## config.mk

```make
export PLATFORM = sky130hd
export DESIGN_NAME = mode_seq_counter
export DESIGN_NICKNAME = d
export VERILOG_FILES = /design/src/rtl/seq_counter_pkg.sv /design/src/rtl/gray_encode.sv /design/src/rtl/mode_seq_counter.sv
export SDC_FILE = /design/constraint.sdc
export NUM_CORES = 1
export LEC_CHECK = 0
export ABC_AREA = 0
export CAP_MARGIN = 20
export CORE_UTILIZATION = 55
export DETAILED_ROUTE_END_ITERATION = 7
export DONT_BUFFER_PORTS = 1
export GPL_TIMING_DRIVEN = 1
export PLACE_DENSITY_LB_ADDON = 0.15
export SLEW_MARGIN = 15
export SYNTH_ARGS = -nofsm -noshare
export SYNTH_HDL_FRONTEND = slang
export SYNTH_SLANG_ARGS = --single-unit
```

## constraint.sdc

```tcl
create_clock -name clk -period 3.1 [get_ports clk]
set_clock_uncertainty 0.1 [all_clocks]
set_input_delay 0.31 -clock clk [delete_from_list [all_inputs] [get_ports clk]]
set_output_delay 0.31 -clock clk [all_outputs]
set_load 0.02 [all_outputs]
```

## src/rtl/seq_counter_pkg.sv

```systemverilog
// Shared mode encodings and seed constants for the multi-mode sequence counter.
// Seeds are width-independent and get resized by the counter that uses them.
package seq_counter_pkg;

    typedef enum logic [1:0] {
        MODE_BIN     = 2'b00,
        MODE_GRAY    = 2'b01,
        MODE_JOHNSON = 2'b10,
        MODE_RING    = 2'b11
    } mode_e;

    localparam int SEED_BIN     = 0;
    localparam int SEED_GRAY    = 0;
    localparam int SEED_JOHNSON = 0;
    localparam int SEED_RING    = 1;

    function automatic int seed_of(input mode_e m);
        case (m)
            MODE_GRAY:    return SEED_GRAY;
            MODE_JOHNSON: return SEED_JOHNSON;
            MODE_RING:    return SEED_RING;
            default:      return SEED_BIN;
        endcase
    endfunction

endpackage

```

## src/rtl/gray_encode.sv

```systemverilog
// Combinational binary-to-reflected-Gray conversion.
module gray_encode #(
    parameter int N = 4
) (
    input  logic [N-1:0] bin,
    output logic [N-1:0] gray
);

    assign gray = bin ^ (bin >> 1);

endmodule

```

## src/rtl/mode_seq_counter.sv

```systemverilog
// Multi-mode sequence counter: binary, Gray, Johnson and ring sequences with
// limit/saturate control in the arithmetic modes and a registered terminal-count pulse.
module mode_seq_counter
    import seq_counter_pkg::*;
#(
    parameter int N = 4
) (
    input  logic         clk,
    input  logic         rst,
    input  logic         enable,
    input  logic         clr,
    input  logic         load,
    input  logic [N-1:0] load_val,
    input  logic         dir,
    input  logic [1:0]   mode,
    input  logic [N-1:0] limit,
    input  logic         sat,
    output logic [N-1:0] count,
    output logic         tc
);

    mode_e        mode_in;
    mode_e        mode_q, mode_d;
    logic [N-1:0] st_q, st_d;
    logic [N-1:0] count_q, count_d;
    logic         tc_q, tc_d;
    logic [N-1:0] step_st;
    logic         step_tc;
    logic [N-1:0] gray_d;

    assign mode_in = mode_e'(mode);

    // Step result for the currently applied mode; only used when enable wins priority.
    always_comb begin
        step_st = st_q;
        step_tc = 1'b0;
        case (mode_q)
            MODE_BIN, MODE_GRAY: begin
                if (!dir) begin
                    if (st_q >= limit) begin
                        step_st = sat ? st_q : '0;
                        step_tc = 1'b1;
                    end else begin
                        step_st = st_q + N'(1);
                    end
                end else begin
                    if (st_q == '0) begin
                        step_st = sat ? '0 : limit;
                        step_tc = 1'b1;
                    end else begin
                        step_st = st_q - N'(1);
                    end
                end
            end
            MODE_JOHNSON: begin
                step_st = dir ? {~st_q[0], st_q[N-1:1]} : {st_q[N-2:0], ~st_q[N-1]};
                step_tc = (step_st == '0);
            end
            default: begin
                step_st = dir ? {st_q[0], st_q[N-1:1]} : {st_q[N-2:0], st_q[N-1]};
                step_tc = (step_st == N'(1));
            end
        endcase
    end

    always_comb begin
        st_d   = st_q;
        mode_d = mode_q;
        tc_d   = 1'b0;
        if (clr) begin
            st_d   = N'(seed_of(mode_in));
            mode_d = mode_in;
        end else if (load) begin
            st_d   = load_val;
            mode_d = mode_in;
        end else if (mode_in != mode_q) begin
            st_d   = N'(seed_of(mode_in));
            mode_d = mode_in;
        end else if (enable) begin
            st_d = step_st;
            tc_d = step_tc;
        end
    end

    gray_encode #(.N(N)) u_gray_encode (
        .bin  (st_d),
        .gray (gray_d)
    );

    // count is registered from the next state so it lands on the same edge as tc.
    assign count_d = (mode_d == MODE_GRAY) ? gray_d : st_d;

    // NOTE: state updates use non-blocking assignments so every flop samples pre-edge values.
    always_ff @(posedge clk or posedge rst) begin
        if (rst) begin
            st_q    <= '0;
            mode_q  <= MODE_BIN;
            count_q <= '0;
            tc_q    <= 1'b0;
        end else begin
            st_q    <= st_d;
            mode_q  <= mode_d;
            count_q <= count_d;
            tc_q    <= tc_d;
        end
    end

    assign count = count_q;
    assign tc    = tc_q;

endmodule

```

==> impl_metrics.yaml, run 1 <==
outcome:
  status: "completed"
routing:
  vias: 1008
  drtPass1Iterations: 4
  drc: 0
  avgViaCountPerCell: 6.072
  wl_per_cell_um: 15.95
  ant_nets: 0
  routed_wl_um: 2648
  drt_iter0_markers: 24
clock_tree:
  clk_pin_slew_worst_paths_ns: 0.07
  numCtsBuffers: 3
  insertion_delay_ns: 0.26
  cts.sinks: 10
  clock-root-buffer: "clkbuf_4"
  ctsLongestPathBuffers: 2
  cts_htree_levels: 1
  cts_tree: "done"
place:
  place.gp.congestion: 0.8353
  place_hpwl_um: 1961
  portBuffers: 0
  placedCellCount: 156
power:
  power.density_mw_per_mm2: 323.8
  total_power_uw: 381.7
  vdd_drop_max_uv: 313.7
  power.leakage_nw: 0.4885
sta:
  fin_crit_sh_pct: 86.93
  finalSetupViolations: 0
  rsz0062_at_grt: "false"
  final_hold_viol_count: 0
  finalSetupTns_ns: 0
  worst_pin_slew_ns: 0.5137
  finalCriticalPeriod_ns: 2.695
  slew_violations: 0
  slew-limit-headroom_pct: 64.87
  max_clock_freq_mhz: 371.1
yosys:
  synth.area.top_cells: "dfrtp_1, clkbuf_8, ha_1"
  synth_common_cells: "inv_1, nand2_1, a21oi_1, dfrtp_1, nor2_1"
  ys_async_sr_fraction_pct: 100.0
  syn_area_mm2: 0.001171
  synthFlopType: "dfrtp_1"
  synth-edff-count: 0
  synthesis.nets: 165
  synth-seq-cells: 10
  synth.most_common_cell: "inv_1"
  yosysTopAreaCell: "dfrtp_1"
  yosysSeqAreaShare_pct: 21.37
  synth_top_area_share_pct: 21.37
  synth_area_per_cell_um2: 8.247
  yosysWarnings: 0
  syn_inst: 142
  ys_types: 56
global_routing:
  first_global_vias: 879
  grt_usage_pct: 24.69
  antenna_found_initial: 0
  grt_max_degree: 18
  grt_pass1_wl_um: 3946
  grt_overflow: 0
min_path:
  min_from: "clr"
  hold_path_class: "in2reg"
  hold_depth: 1
final_layout:
  fin_cells: 166
  antenna_cells: 0
  drive_above_1_share_pct: 11.51
  nNetsFinal: 163
  area_delta_synth_final_pct: 0.6410
  final_util_pct: 59.47
  n_fill_cell: 169
floorplanning:
  initial_core_util_pct: 59.09
  ioPinCount: 22
  die_area_mm2: 0.002318
  core_area_mm2: 0.001982
  die_w_um: 48.15
  fp-row-count: 16
  fp.dieH_um: 48.15
worst_setup_path:
  end_kind: "flop"
  critPathLaunchType: "flop"
  required_ns: 3.19
  crit_fanout: 10
  worstSetupPathType: "reg2reg"
  worstPathArrival_ns: 2.79
  crit_start: "st_q[0]"
  regToRegStartpoint: "st_q[0]"
  rr_worst_depth: 8
run:
  maxCapViolCount: 0
[path summary, 6_finish.rpt]
path | to | slack, ns
worst max-delay path | count[2] | 0.41
worst min-delay path | tc | 0.05
worst max register to register | count[2] | 0.41
worst min register to register | tc | 0.71
max in group asynchronous | tc | 2.26
min in group asynchronous | count[0] | 0.37
[state kept, by name, indices dropped and copies added (netlist names)]
signal / cells
mode_q: 2
count: 4
tc: 1
st_q: 3
[critical path, stage by stage (launching register included)]
cell and delay [ns]:
dfrtp_1 0.54, inv_1 0.19, ha_1 0.31, nor3b_1 0.31, o21a_1 0.30, mux2_2 0.38, o211ai_2 0.25, nand3_2 0.11
a21oi_2 0.15
[layout make-up]
| type | count | area (um2) | share of cell area, % |
|---|---|---|---|
| clock buffer | 4 | 36.28 | 3.079 |
| inverter | 12 | 45.04 | 3.822 |
| multi-input combinational | 106 | 745.7 | 63.27 |
| sequential | 10 | 250.2 | 21.23 |
| tap | 27 | 33.78 | 2.866 |
| timing repair buffer | 7 | 67.56 | 5.732 |
[cell families after synthesis]
logic type	share of synthesized area, %
AND/OR/NAND/NOR	21.26
AO/OA/AOI/OAI	26.60
buffers and inverters	14.96
flip-flops	21.37
XOR/XNOR	5.876
adder cells (fa/ha/maj)	6.410
multiplexers	3.526
[stage by stage]
| step | setup slack, ns | instance area, um2 | hold WS (ns) |
|---|---|---|---|
| after floorplan | 0.7714 | 1171 | 0.05018 |
| after global placement | 0.5074 | 1082 | 0.08410 |
| after detailed placement | 0.4559 | 1082 | 0.09735 |
| after CTS | 0.4238 | 1159 | 0.001316 |
| after global routing | 0.2229 | 1179 | 0.04384 |
| final | 0.4052 | 1179 | 0.05342 |
[layout by cell type, fill, tap and decap left out, drive strengths merged, types with 2 or more instances in the layout]
master	count
inv	12
nand2	11
a21oi	11
dfrtp	10
nor2	9
o211ai	7
ha	6
dlygate4sd3	6
o21ai	6
xor2	5
clkbuf	4
nand3b	3
mux2i	3
o22ai	3
nor4	3
nand3	3
nor3b	2
a22oi	2
nand2b	2
xnor2	2
or3	2
or2	2
[metal layers]
metal  wire (um)  GRT usage, %
met5           0             0
met4           0         6.667
met1        1217         35.40
met2        1269         39.47
met3         161         2.593
[power breakdown]
group / internal [mW] / total, mW / switching [mW]
Combinational: 0.0510 / 0.110 / 0.0589
Sequential: 0.138 / 0.157 / 0.0184
Clock: 0.0713 / 0.115 / 0.0438
Total: 0.261 / 0.382 / 0.121
[repair_timing]
action,CTS,global route
hold buffers,4,2
endpoints found under the hold margin,13,1
gates resized for setup,0,0
buffers inserted,0,0
Note: power is estimated with default switching activity, not from simulation.
==> run 2, diff against run 1 <==
Settings changed: CTS_CLUSTER_SIZE set to 16, RECOVER_POWER set to 100.
==> impl_metrics.yaml, run 2 (same netlist as run 1, synthesis figures left out) <==
sta:
  final.setup.worst_slack_ns: 0.3124
  rsz0062_at_grt: "false"
  finalSetupTns_ns: 0
  worst_pin_slew_ns: 0.8405
  fin_crit_sh_pct: 89.92
  slew-limit-headroom_pct: 43.97
  final_hold_viol_count: 0
  max_clock_freq_mhz: 358.7
  finalSetupViolations: 0
  slew_violations: 0
  finalCriticalPeriod_ns: 2.788
floorplanning:
  initial_core_util_pct: 59.09
  die_area_mm2: 0.002318
  die_w_um: 48.15
  fp-row-count: 16
  ioPinCount: 22
  core_area_mm2: 0.001982
  fp.dieH_um: 48.15
worst_setup_path:
  path_cells: "inv_1 > ha_1 > nor3b_1 > o21a_1 > mux2_1 > o211ai_1 > nand3_2 > a21oi_2"
  end_kind: "flop"
  crit_fanout: 10
  critPathLaunchType: "flop"
  required_ns: 3.20
  critPathTopFamily: "compound AO/OA/AOI/OAI gates"
  slowest_stage: "dfrtp_1"
  path_buf_inv: 1
  max_stage_delay_ns: 0.54
  worstSetupPathType: "reg2reg"
  worstPathArrival_ns: 2.88
routing:
  drt_iter0_markers: 32
  wl_per_cell_um: 15.93
  drc: 0
  ant_nets: 0
  drtPass1Iterations: 4
  routed_wl_um: 2644
  vias: 1002
  avgViaCountPerCell: 6.036
clock_tree:
  ctsLongestPathBuffers: 2
  cts.sinks: 10
  ctsResizeCount: 0
  cts_setup_buffers: 0
  clk_pin_slew_worst_paths_ns: 0.06
  cts_htree_levels: 1
  numCtsBuffers: 3
  clock-root-buffer: "clkbuf_4"
  cts_tree: "done"
  insertion_delay_ns: 0.26
  cts_hold_buf: 4
global_routing:
  grt_max_degree: 18
  grt_overflow: 0
  grt_pass1_wl_um: 3946
  antenna_found_initial: 0
  grt_usage_pct: 24.69
  first_global_vias: 879
power:
  p_seq_share_pct: 41.3
  pwr-share-comb_pct: 28.4
  power.leakage_nw: 0.4764
  clockPowerShare_pct: 30.3
  power.density_mw_per_mm2: 325.8
  intPower_uw: 259.2
  switching_share_pct: 31.70
  p_switching_uw: 120.3
  vdd_drop_max_uv: 310.2
  total_power_uw: 379.5
place:
  dp_slack_ns: 0.4559
  portBuffers: 0
  place.gp.congestion: 0.8353
  place_hpwl_um: 1961
final_layout:
  layout_commonest_cell: "inv_1"
  antenna_cells: 0
  final_cell_mix: "inv_1, nand2_1, a21oi_1, dfrtp_1, nor2_1"
  nNetsFinal: 163
  largest_reg_flops: 4
  area_delta_synth_final_pct: -0.5339
  drive_above_1_share_pct: 8.633
  n_fill_cell: 169
run:
  maxCapViolCount: 0
outcome:
  status: "completed"
min_path:
  hold_path_class: "in2reg"
[run 2: cell types whose count changed in the layout (fill, tap and decap cells not counted), sizes merged]
cell	change
buf	-1
clkbuf	+1
[run 2: power by group through the flow]
stage / combinational, mW / clock [mW] / sequential (mW)
floorplan: 0.111 / 0 / 0.149
global placement: 0.101 / 0 / 0.159
detailed placement: 0.102 / 0 / 0.159
CTS: 0.107 / 0.119 / 0.156
global route: 0.121 / 0.123 / 0.158
finish: 0.108 / 0.115 / 0.157
[run 2: worst reg2reg max path, delay by kind of cell (launching register included)]
family	cells	cell delay, ns
DFF	1	0.54
muxes	1	0.37
adders and majority gates	1	0.31
buffers and inverters	1	0.19
AOI/OAI and AO/OA	3	0.79
and+or+nand+nor	2	0.43
[run 2: cell type report]
| type | instances | area, um2 | area share, % |
|---|---|---|---|
| sequential | 10 | 250.2 | 21.48 |
| tap | 27 | 33.78 | 2.900 |
| clock buffer | 4 | 36.28 | 3.115 |
| inverter | 12 | 45.04 | 3.867 |
| timing repair buffer | 7 | 63.81 | 5.478 |
| multi-input combinational | 106 | 735.7 | 63.16 |
[run 2: worst paths after layout]
| path | from | endpoint | slack, ns | depth (start not counted) |
|---|---|---|---|---|
| setup / recovery | st_q[0] | count[2] | 0.31 | 8 |
| hold / removal | clr | tc | 0.05 | 1 |
| setup reg to reg | st_q[0] | count[2] | 0.31 | 8 |
| hold reg to reg | mode_q[1] | tc | 0.71 | 2 |
| max in group asynchronous | rst | tc | 2.27 | 2 |
| min in group asynchronous | rst | count[1] | 0.37 | 2 |
[run 2: per-stage QoR]
step / cells / util [%] / area (um2) / hold WS, ns
3_3_place_gp: 156 / 54.61 / 1082 / 0.08410
2_1_floorplan: 142 / - / 1171 / 0.05018
4_1_cts: 164 / 58.46 / 1159 / 0.001316
3_5_place_dp: 156 / 54.61 / 1082 / 0.09735
6_report: 166 / 58.78 / 1165 / 0.05081
5_1_grt: 166 / 58.78 / 1165 / 0.04379
[run 2: metal layers]
layer  wire length (um)  GRT usage (%)
met4                 14          6.667
met5                  0              0
met3                171          2.593
met2               1257          39.47
met1               1201          35.40
